### src/rtl/umem_pkg.sv
// Shared constants for the user-memory controller: FSM encoding, CPU rw encoding
// and the wait-state counter width.
package umem_pkg;

    localparam logic [1:0] ST_CLEAR  = 2'd0;
    localparam logic [1:0] ST_IDLE   = 2'd1;
    localparam logic [1:0] ST_ACCESS = 2'd2;

    localparam logic RW_WRITE = 1'b1;
    localparam logic RW_READ  = 1'b0;

    localparam int WAIT_W = 4;

endpackage

### src/rtl/umem_if.sv
// Request/acknowledge bus between the CPU user-memory port (master) and a
// umem_ctrl instance (slave).
interface umem_if #(
    parameter int DATA_W = 8,
    parameter int ADDR_W = 8
);
    logic              req;
    logic              rw;
    logic [ADDR_W-1:0] addr;
    logic [DATA_W-1:0] wdata;
    logic [DATA_W-1:0] rdata;
    logic              ready;
    logic              ack;
    logic              err;

    modport master (
        output req, rw, addr, wdata,
        input  rdata, ready, ack, err
    );

    modport slave (
        input  req, rw, addr, wdata,
        output rdata, ready, ack, err
    );
endinterface

### src/rtl/umem_array.sv
// Single-port DEPTH x DATA_W storage: synchronous write, asynchronous read.
// Addresses at or beyond DEPTH never write and read back as zero.
module umem_array #(
    parameter int DATA_W = 8,
    parameter int ADDR_W = 8,
    parameter int DEPTH  = 256
) (
    input  logic              clk,
    input  logic              i_we,
    input  logic [ADDR_W-1:0] i_addr,
    input  logic [DATA_W-1:0] i_wdata,
    output logic [DATA_W-1:0] o_rdata
);
    localparam int              IDX_W   = (DEPTH > 1) ? $clog2(DEPTH) : 1;
    localparam logic [ADDR_W:0] DEPTH_V = (ADDR_W+1)'(DEPTH);

    logic [DATA_W-1:0] r_mem [DEPTH];
    logic [IDX_W-1:0]  w_idx;
    logic              w_in_range;

    assign w_idx      = i_addr[IDX_W-1:0];
    assign w_in_range = ({1'b0, i_addr} < DEPTH_V);

    always_ff @(posedge clk) begin
        if (i_we && w_in_range) begin
            r_mem[w_idx] <= i_wdata;
        end
    end

    assign o_rdata = w_in_range ? r_mem[w_idx] : '0;
endmodule

### src/rtl/umem_ctrl.sv
// User data memory controller: req/ack slave with programmable wait states,
// out-of-range error reporting and an optional post-reset clear sweep.
module umem_ctrl
    import umem_pkg::*;
#(
    parameter int              DATA_W         = 8,
    parameter int              ADDR_W         = 8,
    parameter int              DEPTH          = 256,
    parameter int              WAIT_STATES    = 1,
    parameter bit              CLEAR_ON_RESET = 1'b1,
    parameter logic [DATA_W-1:0] CLEAR_VALUE  = '0
) (
    input  logic  clk,
    input  logic  reset,
    umem_if.slave bus
);
    localparam logic [ADDR_W:0]   LAST_PTR  = (ADDR_W+1)'(DEPTH - 1);
    localparam logic [ADDR_W:0]   DEPTH_V   = (ADDR_W+1)'(DEPTH);
    localparam logic [WAIT_W-1:0] WAIT_LOAD = WAIT_W'(WAIT_STATES);
    localparam logic [1:0]        RST_STATE = CLEAR_ON_RESET ? ST_CLEAR : ST_IDLE;

    logic [1:0]        r_state;
    logic [ADDR_W:0]   r_ptr;
    logic [WAIT_W-1:0] r_wait;
    logic              r_ready;
    logic              r_ack;
    logic              r_err;
    logic [DATA_W-1:0] r_rdata;
    logic              r_rw;
    logic [ADDR_W-1:0] r_addr;
    logic [DATA_W-1:0] r_wdata;

    logic              w_accept;
    logic              w_fire;
    logic              w_in_range;
    logic              w_arr_we;
    logic [ADDR_W-1:0] w_arr_addr;
    logic [DATA_W-1:0] w_arr_wdata;
    logic [DATA_W-1:0] w_arr_rdata;

    assign w_accept   = (r_state == ST_IDLE) && r_ready && bus.req;
    assign w_fire     = (r_state == ST_ACCESS) && (r_wait == '0);
    assign w_in_range = ({1'b0, r_addr} < DEPTH_V);

    // The FSM owns the single array port: clear pointer during the sweep,
    // captured request otherwise. Reset gates the strobe so a held reset never writes.
    assign w_arr_we    = reset && ((r_state == ST_CLEAR) ||
                                   (w_fire && (r_rw == RW_WRITE) && w_in_range));
    assign w_arr_addr  = (r_state == ST_CLEAR) ? r_ptr[ADDR_W-1:0] : r_addr;
    assign w_arr_wdata = (r_state == ST_CLEAR) ? CLEAR_VALUE : r_wdata;

    umem_array #(
        .DATA_W (DATA_W),
        .ADDR_W (ADDR_W),
        .DEPTH  (DEPTH)
    ) u_array (
        .clk     (clk),
        .i_we    (w_arr_we),
        .i_addr  (w_arr_addr),
        .i_wdata (w_arr_wdata),
        .o_rdata (w_arr_rdata)
    );

    always_ff @(posedge clk or negedge reset) begin
        if (!reset) begin
            r_state <= RST_STATE;
            r_ptr   <= '0;
            r_wait  <= '0;
            r_ready <= 1'b0;
            r_ack   <= 1'b0;
            r_err   <= 1'b0;
            r_rdata <= '0;
        end else begin
            r_ack <= 1'b0;
            r_err <= 1'b0;
            case (r_state)
                ST_CLEAR: begin
                    if (r_ptr == LAST_PTR) begin
                        r_ptr   <= '0;
                        r_state <= ST_IDLE;
                        r_ready <= 1'b1;
                    end else begin
                        r_ptr <= r_ptr + 1'b1;
                    end
                end
                ST_IDLE: begin
                    if (w_accept) begin
                        r_wait  <= WAIT_LOAD;
                        r_state <= ST_ACCESS;
                        r_ready <= 1'b0;
                    end else begin
                        r_ready <= 1'b1;
                    end
                end
                ST_ACCESS: begin
                    if (r_wait != '0) begin
                        r_wait <= r_wait - 1'b1;
                    end else begin
                        r_ack   <= 1'b1;
                        r_err   <= !w_in_range;
                        r_state <= ST_IDLE;
                        r_ready <= 1'b1;
                        // Writes leave rdata untouched; only an out-of-range access forces zero.
                        if (!w_in_range) begin
                            r_rdata <= '0;
                        end else if (r_rw == RW_READ) begin
                            r_rdata <= w_arr_rdata;
                        end
                    end
                end
                default: begin
                    r_state <= ST_IDLE;
                    r_ready <= 1'b0;
                end
            endcase
        end
    end

    always_ff @(posedge clk) begin
        if (w_accept) begin
            r_rw    <= bus.rw;
            r_addr  <= bus.addr;
            r_wdata <= bus.wdata;
        end
    end

    assign bus.ready = r_ready;
    assign bus.ack   = r_ack;
    assign bus.err   = r_err;
    assign bus.rdata = r_rdata;
endmodule

### src/flat_wrapper.sv
// flat-port wrapper written by rule: the top's interface ports become plain ports
module umem_ctrl_flat import umem_pkg::*;
#(
    parameter int              DATA_W         = 8,
    parameter int              ADDR_W         = 8,
    parameter int              DEPTH          = 256,
    parameter int              WAIT_STATES    = 1,
    parameter bit              CLEAR_ON_RESET = 1'b1,
    parameter logic [DATA_W-1:0] CLEAR_VALUE  = '0
)
  (clk, reset, bus_req, bus_rw, bus_addr, bus_wdata, bus_rdata, bus_ready, bus_ack, bus_err);
  umem_if #(.DATA_W(DATA_W), .ADDR_W(ADDR_W)) bus_i ();
  input  logic clk;
  input  logic reset;
  input wire logic [$bits(bus_i.req)-1:0] bus_req;
  input wire logic [$bits(bus_i.rw)-1:0] bus_rw;
  input wire logic [$bits(bus_i.addr)-1:0] bus_addr;
  input wire logic [$bits(bus_i.wdata)-1:0] bus_wdata;
  output wire logic [$bits(bus_i.rdata)-1:0] bus_rdata;
  output wire logic [$bits(bus_i.ready)-1:0] bus_ready;
  output wire logic [$bits(bus_i.ack)-1:0] bus_ack;
  output wire logic [$bits(bus_i.err)-1:0] bus_err;
  assign bus_i.req = bus_req;
  assign bus_i.rw = bus_rw;
  assign bus_i.addr = bus_addr;
  assign bus_i.wdata = bus_wdata;
  assign bus_rdata = bus_i.rdata;
  assign bus_ready = bus_i.ready;
  assign bus_ack = bus_i.ack;
  assign bus_err = bus_i.err;
  umem_ctrl #(.DATA_W(DATA_W), .ADDR_W(ADDR_W), .DEPTH(DEPTH), .WAIT_STATES(WAIT_STATES), .CLEAR_ON_RESET(CLEAR_ON_RESET), .CLEAR_VALUE(CLEAR_VALUE)) u_core (.clk(clk), .reset(reset), .bus(bus_i));
endmodule
### config.mk
export PLATFORM = sky130hd
export DESIGN_NAME = umem_ctrl_flat
export DESIGN_NICKNAME = d
export VERILOG_FILES = /design/src/rtl/umem_pkg.sv /design/src/rtl/umem_if.sv /design/src/rtl/umem_array.sv /design/src/rtl/umem_ctrl.sv /design/src/flat_wrapper.sv
export SDC_FILE = /design/constraint.sdc
export NUM_CORES = 2
export LEC_CHECK = 0
export BUFFER_PORTS_ARGS = -buffer_cell sky130_fd_sc_hd__buf_2
export CELL_PAD_IN_SITES_DETAIL_PLACEMENT = 1
export CELL_PAD_IN_SITES_GLOBAL_PLACEMENT = 2
export CORE_MARGIN = 8
export CORE_UTILIZATION = 30
export CTS_CLUSTER_SIZE = 20
export DETAILED_ROUTE_END_ITERATION = 10
export PLACE_DENSITY = 0.53
export SLEW_MARGIN = 20
export SYNTH_ARGS = -nofsm -noshare
export SYNTH_HDL_FRONTEND = slang
export SYNTH_HIERARCHICAL = 1
export SYNTH_SLANG_ARGS = --single-unit
export TNS_END_PERCENT = 10
### constraint.sdc
create_clock -name clk -period 6 [get_ports clk]
set_input_delay 0.3 -clock clk [delete_from_list [all_inputs] [get_ports clk]]
set_output_delay 0.3 -clock clk [all_outputs]
set_load 0.05 [all_outputs]
Word-level counts from Yosys, hierarchy flattened

Memory sizes are Yosys's and may differ from the RTL's. A register that Yosys moved wholly into a read port is not among the register bits.
Cells that the tools add are included.

Output and inout bits: 11
Memories kept: 1
Memory bits (writable): 2,048
Register bits: 34
Input bits: 20
Word-level logic and storage cells: 53

Memory list:

| memory               | words | bits a word | rd ports | clocked after memory_dff | wr ports | RTL line         | text |
|---|---|---|---|---|---|---|---|
| u_core.u_array.r_mem | 256   | 8           | 1        | 1                        | 1        | umem_array.sv:17 | `logic [DATA_W-1:0] r_mem [DEPTH];` |

Reductions and logical operators: 15
Bitwise gates (word level): 2
Equal/unequal tests: 7
Add/sub/neg operators: 2
Multiplexer cells: 18

Operators by type and width:

| operator                                                           | number |
|---|---|
| 8-bit two-way mux                                                  | 2 |
| 9-bit by 1-bit adder with 9-bit output, second input constant      | 1 |
| 9-bit by 8-bit == test with 1-bit output, second input constant    | 1 |
| 9-bit two-way mux                                                  | 1 |
| 3-bit AND reduction                                                | 3 |
| 4-bit two-way mux                                                  | 2 |
| 4-bit case mux with 2 select lines                                 | 1 |
| 1-bit two-way mux                                                  | 7 |
| 2-bit two-way mux                                                  | 3 |
| 2-bit != test, second input constant                               | 3 |
| 2-bit case mux with 3 select lines                                 | 1 |
| 1-bit logical AND                                                  | 5 |
| 4-bit zero test                                                    | 1 |
| 4-bit nonzero test                                                 | 1 |
| 4-bit by 1-bit subtractor with 4-bit output, second input constant | 1 |
| 1-bit case mux with 3 select lines                                 | 1 |
| 2-bit by 1-bit == test with 1-bit output, second input constant    | 1 |
| 2-bit == test, second input constant                               | 1 |
| 2-bit zero test                                                    | 1 |
| 2-bit by 1-bit != test with 1-bit output, second input constant    | 1 |
| 1-bit inverter                                                     | 2 |
| 2-bit AND reduction                                                | 1 |
| 2-bit nonzero test                                                 | 1 |
| 1-bit zero test                                                    | 1 |
| 1-bit logical OR                                                   | 1 |

Longest topological paths before layout

Depth in word-level cells: 7
Depth in mapped cells: 16
Mapped depth without buffers: 9

Hierarchy

Netlist, hierarchy kept.

By module, submodules not included:

| module     | cells each | area each (um^2) | sequential area each (um^2) | times used |
|---|---|---|---|---|
| umem_array | 3,539      | 78,332.6         | 61,499.0                    | 1 |
| umem_ctrl  | 162        | 1,874.3          | 1,136.1                     | 1 |

Worst setup path after synthesis

OpenSTA, ideal clock, no wires.

Path type: register to register
Start: register u_core.r_state[1]
End: memory u_core.u_array.r_mem[0][0], data pin
Required time: 5,130 ps
Arrival time: 4,185 ps
Slack: 946 ps
Setup time: 870 ps
Cell stages (with the launch flop): 5
Path buffers: 2
Clock period less this slack: 5,054 ps
Cells stage by stage: dfrtp_1 > or2_1 > buf_2 > clkbuf_1 > and2_1

Longest elaborated chain between the ends: 2

Ends and longest elaborated chain:

| item                      | RTL line         | text |
|---|---|---|
| from (decl)               | umem_ctrl.sv:22  | `logic [1:0] r_state;` |
| from (signal assigned)    | umem_ctrl.sv:66  | `r_state <= RST_STATE;` |
| from (signal assigned)    | umem_ctrl.sv:80  | `r_state <= ST_IDLE;` |
| from (signal assigned)    | umem_ctrl.sv:89  | `r_state <= ST_ACCESS;` |
| 2-bit zero test           | umem_ctrl.sv:50  | `assign w_arr_wdata = (r_state == ST_CLEAR) ? CLEAR_VALUE : r_wdata;` |
| 8-bit two-way mux         | umem_ctrl.sv:50  |  |
| net u_core.w_arr_wdata[0] | umem_ctrl.sv:38  | `logic [DATA_W-1:0] w_arr_wdata;` |
| to (decl)                 | umem_array.sv:17 |  |

The timed path passes the listed nets, and every way through them passes these cells.

Final worst setup path

Start: register u_core.r_state[0]
End: register u_core.r_rdata[1], in the netlist u_core/bus.rdata[1], read port of u_core.u_array.r_mem

Longest elaborated chain between the ends: 2
Elaborated cells on any way between the ends: 4
Those cells by class: 1 x eq/ne; 1 x mux; 2 x reduce/logical

Ends and longest elaborated chain:

| item                     | RTL line        | text |
|---|---|---|
| 2-bit zero test          | umem_ctrl.sv:49 | `assign w_arr_addr = (r_state == ST_CLEAR) ? r_ptr[ADDR_W-1:0] : r_addr;` |
| 8-bit two-way mux        | umem_ctrl.sv:49 |  |
| net u_core.w_arr_addr[0] | umem_ctrl.sv:37 | `logic [ADDR_W-1:0] w_arr_addr;` |
| to (decl)                | umem_ctrl.sv:28 | `logic [DATA_W-1:0] r_rdata;` |

The timed path passes the listed nets, and every way through them passes these cells.
A chain may end at the register's enable or synchronous reset.

==> qor.txt <==
status - finished, final reports clean
Initial Util - 30.0%
sequential area share after synthesis - 78.1%
Startpoint Class - flip-flop
CP Class - flip-flop to flip-flop
YS warnings - 6
Max VDD drop - 0.520 mV
H-tree Lvls - 4
DR vias/cell - 5.00
Max clock buf depth - 3
fill count - 25900
Worst-Skew Late Latency - 0.86 ns
Die Y - 533 µm
Pre-antenna DRT Iters - 5
hold slack - 0.154 ns
vias in the first global route - 41700
number of cell rows - 190
Critical Path Sink Type - flip-flop
via count - 38600
Async SR Flop Fraction - 1.20%
post-synth design cell area - 80200 µm²
most frequent cells in the layout - edfxtp_1 (2065), mux4_2 (512), a22oi_1 (256)
post-route setup TNS - 0 ns
fin util - 35.0%
Max Cap Violations - 0
WL final - 227000 µm
clk root buf - clkbuf_16
fin cells - 7716
CP max-delay cell - o41ai_1
Final Power - 0.0472 W
Die W - 533 µm
DRC - 0
Synth-to-Final Area Change - 16.4%
Final ANT Viol Nets - 0
total CTS buffers - 226
PortBufs - 29
Global Route met3 Usage - 2.14%
GRT Util Overall - 15.6%
Placer Congestion - 0.749
share of cells above drive strength 1 - 27.0%
# setup viols final - 0
Placeable Area - 267000 µm²
DP Cell Count - 7280
Mapped Cells - 3701
crit-path cells - or2_1, nand2_1, nand2_4, buf_12, buf_4, mux4_2, a22oi_1, a21oi_1, o41ai_1, buf_4, nand4_1, mux2_2
Fin. Hold Viols - 0
Worst Tran Pin Value - 1.14 ns
Layout Skew - 0.0373 ns
register bit total from synthesis - 2090
delay-heaviest family, CP - simple AND/OR/NAND/NOR gates
RSZ-0062 raised after global routing - no
initial antenna violation count - 8
global route hottest layer - met2
max-slew violations - 0
GRT met1 Usage - 21.6%
Max-slew headroom - 24.0%
nets - 3999
Post-Syn Nets - 3724
Post-CTS Setup Bufs - 0
Cell variety after synth - 45
Top FF cell, synth - edfxtp_1
clk sinks - 2090
crit path buf inv count - 3
Max Fanout on Critical Path - 35
Post-synth EDFFs - 2065
Crit path top cell by count - buf_4
initial DRC count - 3051
CTS tree - built
I/O pin cnt - 31
clk slew on worst S/H paths - 0.06 ns
Avg WL per Cell - 29.4 µm
crit-path max cell delay - 0.90 ns
largest net degree at the start of global routing - 168
CP required - 6.75 ns
met2 global-route usage - 25.8%
syn avg cell area - 21.7 µm²
Detail Placement HPWL - 136000 µm
min cycle time layout - 5.21 ns
fin crit share - 86.9%
critical path data arrival time - 5.96 ns
f_max - 192 MHz
grt total ovfl - 0
Hold Path Class - input pin to flip-flop
global-route wire length before repair - 323000 µm
die area - 284000 µm²
P_leak - 28.5 nW
Pwr Density - 506 nW/µm²
leading cell type in the layout, fill and taps excluded - edfxtp_1
post_cts resized - 0
==> cell type report <==
cell class	count	area, µm²	share of cell area (%)
sequential	2090	62600	67.1
timing repair buffer	287	2540	2.73
antenna	1	2.50	0.00268
inverter	8	30.0	0.0322
multi-input combinational	1363	16600	17.7
tap	3552	4440	4.76
clock buffer	286	6020	6.45
clock inverter	129	1100	1.18
==> cells in the mapped netlist (2+ instances only) <==
cell / number / area [µm²]
buf_2: 38 / 190
dfrtp_1: 25 / 626
buf_1: 19 / 71.3
a21oi_1: 130 / 651
inv_1: 8 / 30.0
and3_1: 2 / 12.5
ha_1: 3 / 37.5
nand3_1: 17 / 85.1
clkbuf_1: 149 / 559
o21a_1: 2 / 15.0
o41ai_1: 32 / 280
o31ai_1: 2 / 15.0
a211oi_1: 2 / 15.0
or2_2: 2 / 12.5
buf_4: 17 / 128
buf_6: 17 / 191
or3_1: 4 / 25.0
nand2b_1: 7 / 43.8
nor2_1: 235 / 882
nor3_1: 32 / 160
nand4b_1: 2 / 17.5
mux2_2: 8 / 90.1
and2_1: 11 / 68.8
edfxtp_1: 2065 / 62000
nand4_1: 10 / 62.6
o211ai_1: 2 / 15.0
mux4_2: 512 / 11500
nand2_1: 63 / 236
a22oi_1: 256 / 1920
nor2b_1: 8 / 50.1
mux2i_1: 2 / 20.0
o21ai_0: 4 / 20.0
xnor2_1: 3 / 26.3
==> worst reg2reg max path: cells and delay by family, from the launching register on <==
kind / cells / cell delay (ns)
mux: 2 / 0.81
compound gates: 3 / 1.41
buf+inv: 3 / 0.96
flops: 1 / 0.46
simple gates: 4 / 1.48
==> path summary, 6_finish.rpt <==
check                                               from                               to  slack (ns)  depth (start not counted)
max                        u_core/r_state[0]$_DFFE_PN0P_  u_core/bus.rdata[1]$_DFFE_PN0P_        0.79                         12
min                                          bus_addr[1]       u_core/r_addr[1]$_DFFE_PP_        0.15                          2
max reg2reg                u_core/r_state[0]$_DFFE_PN0P_  u_core/bus.rdata[1]$_DFFE_PN0P_        0.79                         12
min reg2reg                  u_core/r_ptr[8]$_DFFE_PN0P_      u_core/r_ptr[8]$_DFFE_PN0P_        0.49                          1
max in group asynchronous                          reset     u_core/r_wait[2]$_DFFE_PN0P_        5.02                          4
min in group asynchronous                          reset      u_core/r_ptr[0]$_DFFE_PN0P_        0.61                          4
==> state kept, by name, summed over array words and instances, names as in the netlist <==
signal                count
u_core/r_state            2
u_core/r_addr             8
u_core/r_wait             4
u_core/r_rw               1
u_core/r_ptr              9
u_core/bus.ack            1
u_core/bus.ready          1
u_core/u_array/r_mem   2048
u_core/bus.rdata          8
u_core/r_wdata            8
==> layer usage <==
| metal | vias up | routed length, µm |
|---|---|---|
| li1 | 16200 | - |
| met3 | 296 | 8640 |
| met5 | - | 13 |
| met1 | 21300 | 102000 |
| met2 | 767 | 110000 |
| met4 | 2 | 6510 |
==> where the power goes <==
part | internal [W] | switching [W] | leakage [nW]
clock | 0.00777 | 0.00572 | 3.47
sequential | 0.0176 | 0.000129 | 19.2
combinational | 0.00598 | 0.0101 | 5.87
==> metrics by stage <==
| step | setup WS [ns] | cell area [µm²] |
|---|---|---|
| after floorplan | 0.946 | 80200 |
| after detailed placement | 0.511 | 86000 |
| after CTS | 0.514 | 93300 |
| after global placement | 0.465 | 86000 |
| final | 0.786 | 93300 |
| after global routing | 0.400 | 93300 |
==> timing repair <==
| action | in CTS | in global routing |
|---|---|---|
| endpoints found under the setup margin | 0 | 0 |
| hold endpoints to repair | 48 | 0 |
| hold buffers | 20 | 0 |
==> cells by family after synthesis <==
logic type,share of synthesized area (%)
DFF,78.1
muxes,14.5
AOI/OAI and AO/OA,3.70
and+or+nand+nor,2.15
buffers and inverters,1.46
adders and majority gates,0.0468
xor gates and xnor gates,0.0328
other,0.00468
(Power assumes the default switching activity.)
